--- src/rtl/fir_mac.sv ---
// Sequential FIR multiply-accumulate: snapshots N tap words on a strobe, then
// accumulates one tap*coefficient product per cycle. Option: FIR_MAC_SATURATE_EN.
module fir_mac #(
  parameter int N     = 20,
  parameter int L     = 10,
  parameter int CW    = 10,
  parameter int SHIFT = 9
) (
  input  logic                              clk_clk,
  input  logic                              reset_n,
  input  logic                              sample_strobe,
  input  logic [N*(2*L+2)-1:0]              taps_flat,
  input  logic                              coef_we,
  input  logic [((N>1)?$clog2(N):1)-1:0]    coef_addr,
  input  logic [CW-1:0]                     coef_data,
  output logic [2*L+1:0]                    fir_out,
  output logic                              fir_valid,
  output logic                              busy,
  output logic                              overrun,
  output logic                              coef_err,
  output logic [1:0]                        fsm_state
);

  localparam int TW   = 2*L+2;
  localparam int AW   = (N > 1) ? $clog2(N) : 1;
  localparam int ACCW = TW + CW + AW;
  localparam int OW   = TW;

  localparam logic [1:0] S_IDLE = 2'd0;
  localparam logic [1:0] S_ACC  = 2'd1;
  localparam logic [1:0] S_DONE = 2'd2;

  localparam logic [AW-1:0] LAST_IDX = AW'(N-1);
  localparam logic [AW:0]   N_EXT    = (AW+1)'(N);

  logic [1:0]             state;
  logic [TW-1:0]          tap_q  [N];
  logic [CW-1:0]          coef_q [N];
  logic signed [ACCW-1:0] acc;
  logic [AW-1:0]          idx;

  logic [TW-1:0]          tap_sel;
  logic [CW-1:0]          coef_sel;
  logic signed [ACCW-1:0] tap_ext;
  logic signed [ACCW-1:0] coef_ext;
  logic signed [ACCW-1:0] prod;
  logic signed [ACCW-1:0] acc_next;
  logic signed [ACCW-1:0] shifted;
  logic [OW-1:0]          out_next;
  logic                   coef_ok;

  assign busy      = (state == S_ACC);
  assign fsm_state = state;
  assign coef_ok   = coef_we && (state != S_ACC) && ({1'b0, coef_addr} < N_EXT);

  // Operands are sign-extended to the full accumulator width so the product
  // and running sum can never overflow within one filter pass.
  always_comb begin
    tap_sel  = tap_q[idx];
    coef_sel = coef_q[idx];
    tap_ext  = {{(ACCW-TW){tap_sel[TW-1]}}, tap_sel};
    coef_ext = {{(ACCW-CW){coef_sel[CW-1]}}, coef_sel};
    prod     = tap_ext * coef_ext;
    acc_next = acc + prod;
    shifted  = acc_next >>> SHIFT;
`ifdef FIR_MAC_SATURATE_EN
    if ((&shifted[ACCW-1:OW-1]) || !(|shifted[ACCW-1:OW-1])) begin
      out_next = shifted[OW-1:0];
    end else if (shifted[ACCW-1]) begin
      out_next = {1'b1, {(OW-1){1'b0}}};
    end else begin
      out_next = {1'b0, {(OW-1){1'b1}}};
    end
`else
    out_next = acc_next[SHIFT+OW-1:SHIFT];
`endif
  end

  always_ff @(posedge clk_clk) begin
    if (!reset_n) begin
      state     <= S_IDLE;
      acc       <= '0;
      idx       <= '0;
      fir_out   <= '0;
      fir_valid <= 1'b0;
      overrun   <= 1'b0;
      coef_err  <= 1'b0;
      for (int k = 0; k < N; k++) begin
        tap_q[k]  <= '0;
        coef_q[k] <= '0;
      end
    end else begin
      fir_valid <= 1'b0;
      coef_err  <= coef_we && !coef_ok;
      if (coef_ok) begin
        coef_q[coef_addr] <= coef_data;
      end
      case (state)
        S_IDLE, S_DONE: begin
          if (sample_strobe) begin
            for (int k = 0; k < N; k++) begin
              tap_q[k] <= taps_flat[k*TW +: TW];
            end
            acc   <= '0;
            idx   <= '0;
            state <= S_ACC;
          end else begin
            state <= S_IDLE;
          end
        end
        S_ACC: begin
          acc <= acc_next;
          if (sample_strobe) begin
            overrun <= 1'b1;
          end
          // Result is registered on the last product so it lines up with DONE.
          if (idx == LAST_IDX) begin
            fir_out   <= out_next;
            fir_valid <= 1'b1;
            state     <= S_DONE;
          end else begin
            idx <= idx + 1'b1;
          end
        end
        default: state <= S_IDLE;
      endcase
    end
  end

endmodule

--- config.mk ---
export PLATFORM = sky130hd
export DESIGN_NAME = fir_mac
export DESIGN_NICKNAME = d
export VERILOG_FILES = /design/src/rtl/fir_mac.sv
export SDC_FILE = /design/constraint.sdc
export NUM_CORES = 2
export LEC_CHECK = 0
export ABC_AREA = 1
export CORE_UTILIZATION = 49
export CTS_CLUSTER_DIAMETER = 60
export DETAILED_ROUTE_END_ITERATION = 8
export GPL_TIMING_DRIVEN = 0
export PLACE_DENSITY = 0.79
export RECOVER_POWER = 100
export SYNTH_ARGS = -nofsm -noshare
export SYNTH_HDL_FRONTEND = slang
export SYNTH_SLANG_ARGS = --single-unit
--- constraint.sdc ---
create_clock -name clk_clk -period 15.9 [get_ports clk_clk]
set_clock_uncertainty 0.1 [all_clocks]
set_input_delay 3.18 -clock clk_clk [delete_from_list [all_inputs] [get_ports clk_clk]]
set_output_delay 3.18 -clock clk_clk [all_outputs]
set_load 0.005 [all_outputs]
Yosys cells after proc, flatten, opt, wreduce, memory -nomap -nowiden. Memory sizes are Yosys's and may differ from the RTL's. A register that Yosys moved wholly into a read port is not among the register bits. Index checks and enable logic that the tools add are counted.

Logic and storage cells: 97. RAM bits: 640. Output and inout bits: 28. Bits of input ports: 459. Memories: 2. Register bits after elaboration: 69.

Memory list: tap_q (depth 20, bits a word 22, read ports 1, clocked after memory_dff 1, wr ports 20, RTL line 37) `logic [TW-1:0] tap_q [N];`; coef_q (depth 20, bits a word 10, read ports 1, clocked after memory_dff 1, wr ports 20, RTL line 38) `logic [CW-1:0] coef_q [N];`.

Multiply operators: 1. $add $sub $neg: 2. Bitwise logic cells: 20. Eq/ne operators: 7. Reductions and logical operators: 13. Mux-type cells: 44. Order comparisons: 1.

Operators by type and width (number): $mux W22 (20); $pmux W37 S2 (1); $add A37 B32 Y37 (1); $mux W37 (1); $mux W5 (7); $mul A22 B10 Y32 (1); $or A1 B1 Y1 (20); $mux W1 (11); $mux W10 (1); $pmux W5 S2 (1); $reduce_or A10 Y1 (1); $reduce_and A2 Y1 (4); $add A5 B1 Y5 const B (1); $eq A5 B5 Y1 const B (1); $lt A5 B5 Y1 const B (1); $ne A2 B1 Y1 const B (2); $ne A2 B2 Y1 const B (2); $pmux W2 S2 (1); $logic_and A1 B1 Y1 (3); $reduce_and A3 Y1 (1); $eq A2 B1 Y1 const B (1); $eq A2 B2 Y1 const B (1); $logic_not A2 Y1 (1); $mux W2 (1); other kinds (3) (3).

Longest topological paths before layout.
Word-level depth: 8. Gate-level depth with buffers: 43. Mapped depth without buffers: 40.

Least setup slack after synthesis. No wires, ideal clock.

Path type: in2reg. Start point: in reset_n. End point: mem tap_q[0][0] in the netlist's numbering (enable). Required time: 12.619 ns. Stages: 2. Path buffers: 1. Arrival time: 10.638 ns. Path slack: 1.982 ns. Path through: clkbuf_1 -> nand2_1.

RTL lines: from (decl) (RTL line 10) `input logic reset_n,`; to (decl) (RTL line 37).

==> impl_results.md <==
* Adder-cell share of the synthesized area at 11.5%
* H-tree Lvls at 3
* Synth Instances at 4787
* Max_slew headroom at -166%
* Worst Path Arrival at 12.19 ns
* Area growth syn-to-layout at 21.6%
* CP Class: in -> reg
* FF+latch count, synth at 828
* Design Power at 0.00862 W
* Mux cell area share after synthesis at 0%
* FMAX at 83.8 MHz
* # rows at 111
* Final instance area at 55100 um2
* Number of global-route vias before repair at 37.3k
* Failing checks: capacitance limit, slew limit
* DRT Pass-1 Iters at 6
* Wire per inst at 24.6 um
* Seq/Total Area, Yosys at 53.4%
* Clock Latency Late Sink at 0.70 ns
* Root buffer cell: clkbuf_16
* Placed Area at 52200 um2
* Internal at 0.00510 W
* P_leak at 24.4 nW
* Peak VDD IR at 180 uV
* Max_cap viols at 5
* Clock transition at path regs at 0.06 ns
* Die Y at 306 um
* CTS Buffer Depth at 3
* Critical Path Slowest Stage Cell: clkbuf_1
* Vias per cell at 5.70
* Part of the cycle the worst path needs at 75.1%
* Pin count of the biggest net entering global routing at 77
* Top Ports at 487
* Synth Area in Compound Gates at 9.04%
* Critical Path Fanout Max at 76
* Core ar. at 91500 um2
* Xor/xnor share of the synthesized area at 0.387%
* Initial DRC Count at 5455
* Yosys warnings at 0
* Drc violations at 0
* Cell area after synthesis at 45300 um2
* Post-CTS sizing at 0
* Synth Area in Simple Gates at 16.0%
* # clock sinks at 828
* CTS Buf Count at 87
* Setup bufs post-CTS at 0
* Antenna-violating nets left at 0
* GPL Wtd Cong at 1.01
* Die X at 306 um
* Combinational family with the most area after synthesis: simple AND/OR/NAND/NOR gates
* Pwr Density at 157 nW/um2
* TritonCTS clock tree: built
* Post-route setup slack at 3.96 ns
* Multi-input gate area at 17200 um2
* Post-Route WL at 166000 um
* TNS Setup at 0 ns
* Status: finished, violations left
* Slew Viols, Final at 270
* Clock network power share at 24.4%
* HPWL Detailed at 123000 um
* Logic pwr share at 45.3%
* Worst Path Buf+Inv at 5
* Setup violators final at 0
* Full die area at 93600 um2
* Port Buffer Count at 485
* Reg power frac at 30.3%
* Distinct cell type count of the synthesized netlist at 42
* Area contributors post-synth: edfxtp_1, fa_1, nor2_1, inv_1, nand2_1
* Remaining Overflow, GRT at 0
* Worst hold path type: reg -> reg
* Worst endpoint required time at 16.15 ns
* GRT Total Usage at 35.0%
* Dpl ws at 7.26 ns
* Register area at 24200 um2
* Worst setup SP type: primary input
* Cts hold-fix bufs at 0
* P_sw at 0.00352 W
* Minimum clock period at 11.94 ns
* Fin. Hold Viols at 0
* Number of fill cells at 7529
* CP max stage delay at 2.94 ns
* Vias at 38.5k
* Synth top area share at 50.4%
* Layout cells sized above 1 at 5.07%
* Initial antenna violation count at 13
* Post-synth EDFFs at 760
* Primary FF master, synth: edfxtp_1
* Worst-Margin Slew at 3.98 ns
* RSZ-0062 raised after global routing: no
* CP top delay family: buffers and inverters
* Critical path capture point type: register
* Crit-path cells: dlygate4sd3_1, nand2_1, nand2_1, clkbuf_1, clkbuf_1, buf_16, buf_12
* Avg Cell Area, Syn at 9.45 um2
* Switching part of the total at 40.9%
* Nets at 6233
* Post-synthesis cell type with the largest combined area: edfxtp_1
* Post-synth ARST share at 0%
* Global-route wire length before repair at 236000 um
* Initial Util at 49.5%
==> path summary, 6_finish.rpt <==
check | start | endpoint | slack [ns] | cells past startpoint
max | sample_strobe | tap_q[6][19] | 3.96 | 7
min | overrun | overrun | 0.35 | 2
max reg2reg | register | fir_out[21] | 6.07 | 31
min reg2reg | overrun | overrun | 0.35 | 2
==> Yosys cell counts, drive strengths merged (2+ instances only) <==
library cell / instances
a21o: 4
a21oi: 66
a31oi: 8
buf: 105
clkbuf: 174
clkinv: 3
dfxtp: 68
edfxtp: 760
fa: 212
ha: 76
inv: 809
nand2: 599
nand3: 162
nand4: 7
nor2: 1075
nor3: 8
nor4: 6
o211ai: 2
o21a: 2
o21ai: 424
o21bai: 19
o221ai: 69
o22ai: 100
or2: 2
xnor2: 6
xor2: 14
==> kinds of logic (layout without fill, tap and decap cells) <==
kind of cell | Yosys count | count (layout)
flip-flops | 828 | 828
adder cells (fa/ha/maj) | 288 | 288
buffers and inverters | 1091 | 1742
XOR/XNOR | 20 | 20
AO/OA/AOI/OAI | 699 | 699
AND/OR/NAND/NOR | 1860 | 1860
other | 1 | 128
==> tightest hold or removal path: stages (launching register included) <==
cell     delay, ns
dfxtp_1       0.31
inv_1         0.05
a21oi_1       0.05
==> power by group through the flow <==
stage / sequential [W] / clock [W] / combinational (W)
6_report: 0.00261 / 0.00210 / 0.00390
5_1_grt: 0.00262 / 0.00215 / 0.00443
4_1_cts: 0.00261 / 0.00207 / 0.00385
3_5_place_dp: 0.00265 / 0 / 0.00382
3_3_place_gp: 0.00270 / 0 / 0.00374
2_1_floorplan: 0.00266 / 0 / 0.00275
==> state kept, by name, summed over array words and instances, names as in the netlist, named ones only <==
register,count
fir_valid,1
tap_q,440
idx,5
coef_q,320
overrun,1
acc,31
fsm_state,2
fir_out,22
coef_err,1
==> final cells by class <==
type	instances	area share, %
clock buffer	102	4.11
timing repair buffer	491	8.97
clock inverter	58	1.18
antenna	8	0.0364
tap	1186	2.70
sequential	828	43.9
buffer	279	2.39
multi-input combinational	2987	31.2
inverter	812	5.54
==> cell usage in the layout, fill, tap and decap left out, drive strengths merged, types with 14 or more instances in the layout <==
| cell type | instances |
|---|---|
| a21oi | 66 |
| nand3 | 162 |
| ha | 76 |
| edfxtp | 760 |
| buf | 104 |
| inv | 815 |
| nor2 | 1075 |
| o21bai | 19 |
| o22ai | 100 |
| fa | 212 |
| dfxtp | 68 |
| o221ai | 69 |
| clkinv | 41 |
| dlygate4sd3 | 40 |
| xor2 | 14 |
| o21ai | 424 |
| conb | 120 |
| nand2 | 599 |
| clkbuf | 283 |
| clkdlybuf4s50 | 445 |
==> metal layers <==
layer	up-vias	share of wire (%)	GRT usage, %
met3	708	13	8.99
met1	17900	34	42.0
met2	3080	45	54.5
met5	-	0.028	0
li1	16700	-	-
met4	6	8.7	25.9
==> metrics by stage <==
stage | utilization [%] | hold WS (ns) | std cells
after floorplan | - | 0.345 | 4906
after global placement | 56.9 | 0.342 | 6577
after detailed placement | 57.0 | 0.351 | 6583
after CTS | 60.2 | 0.360 | 6743
after global routing | 60.1 | 0.387 | 6745
final | 60.2 | 0.350 | 6751
Power figures use the tool's default switching activity.
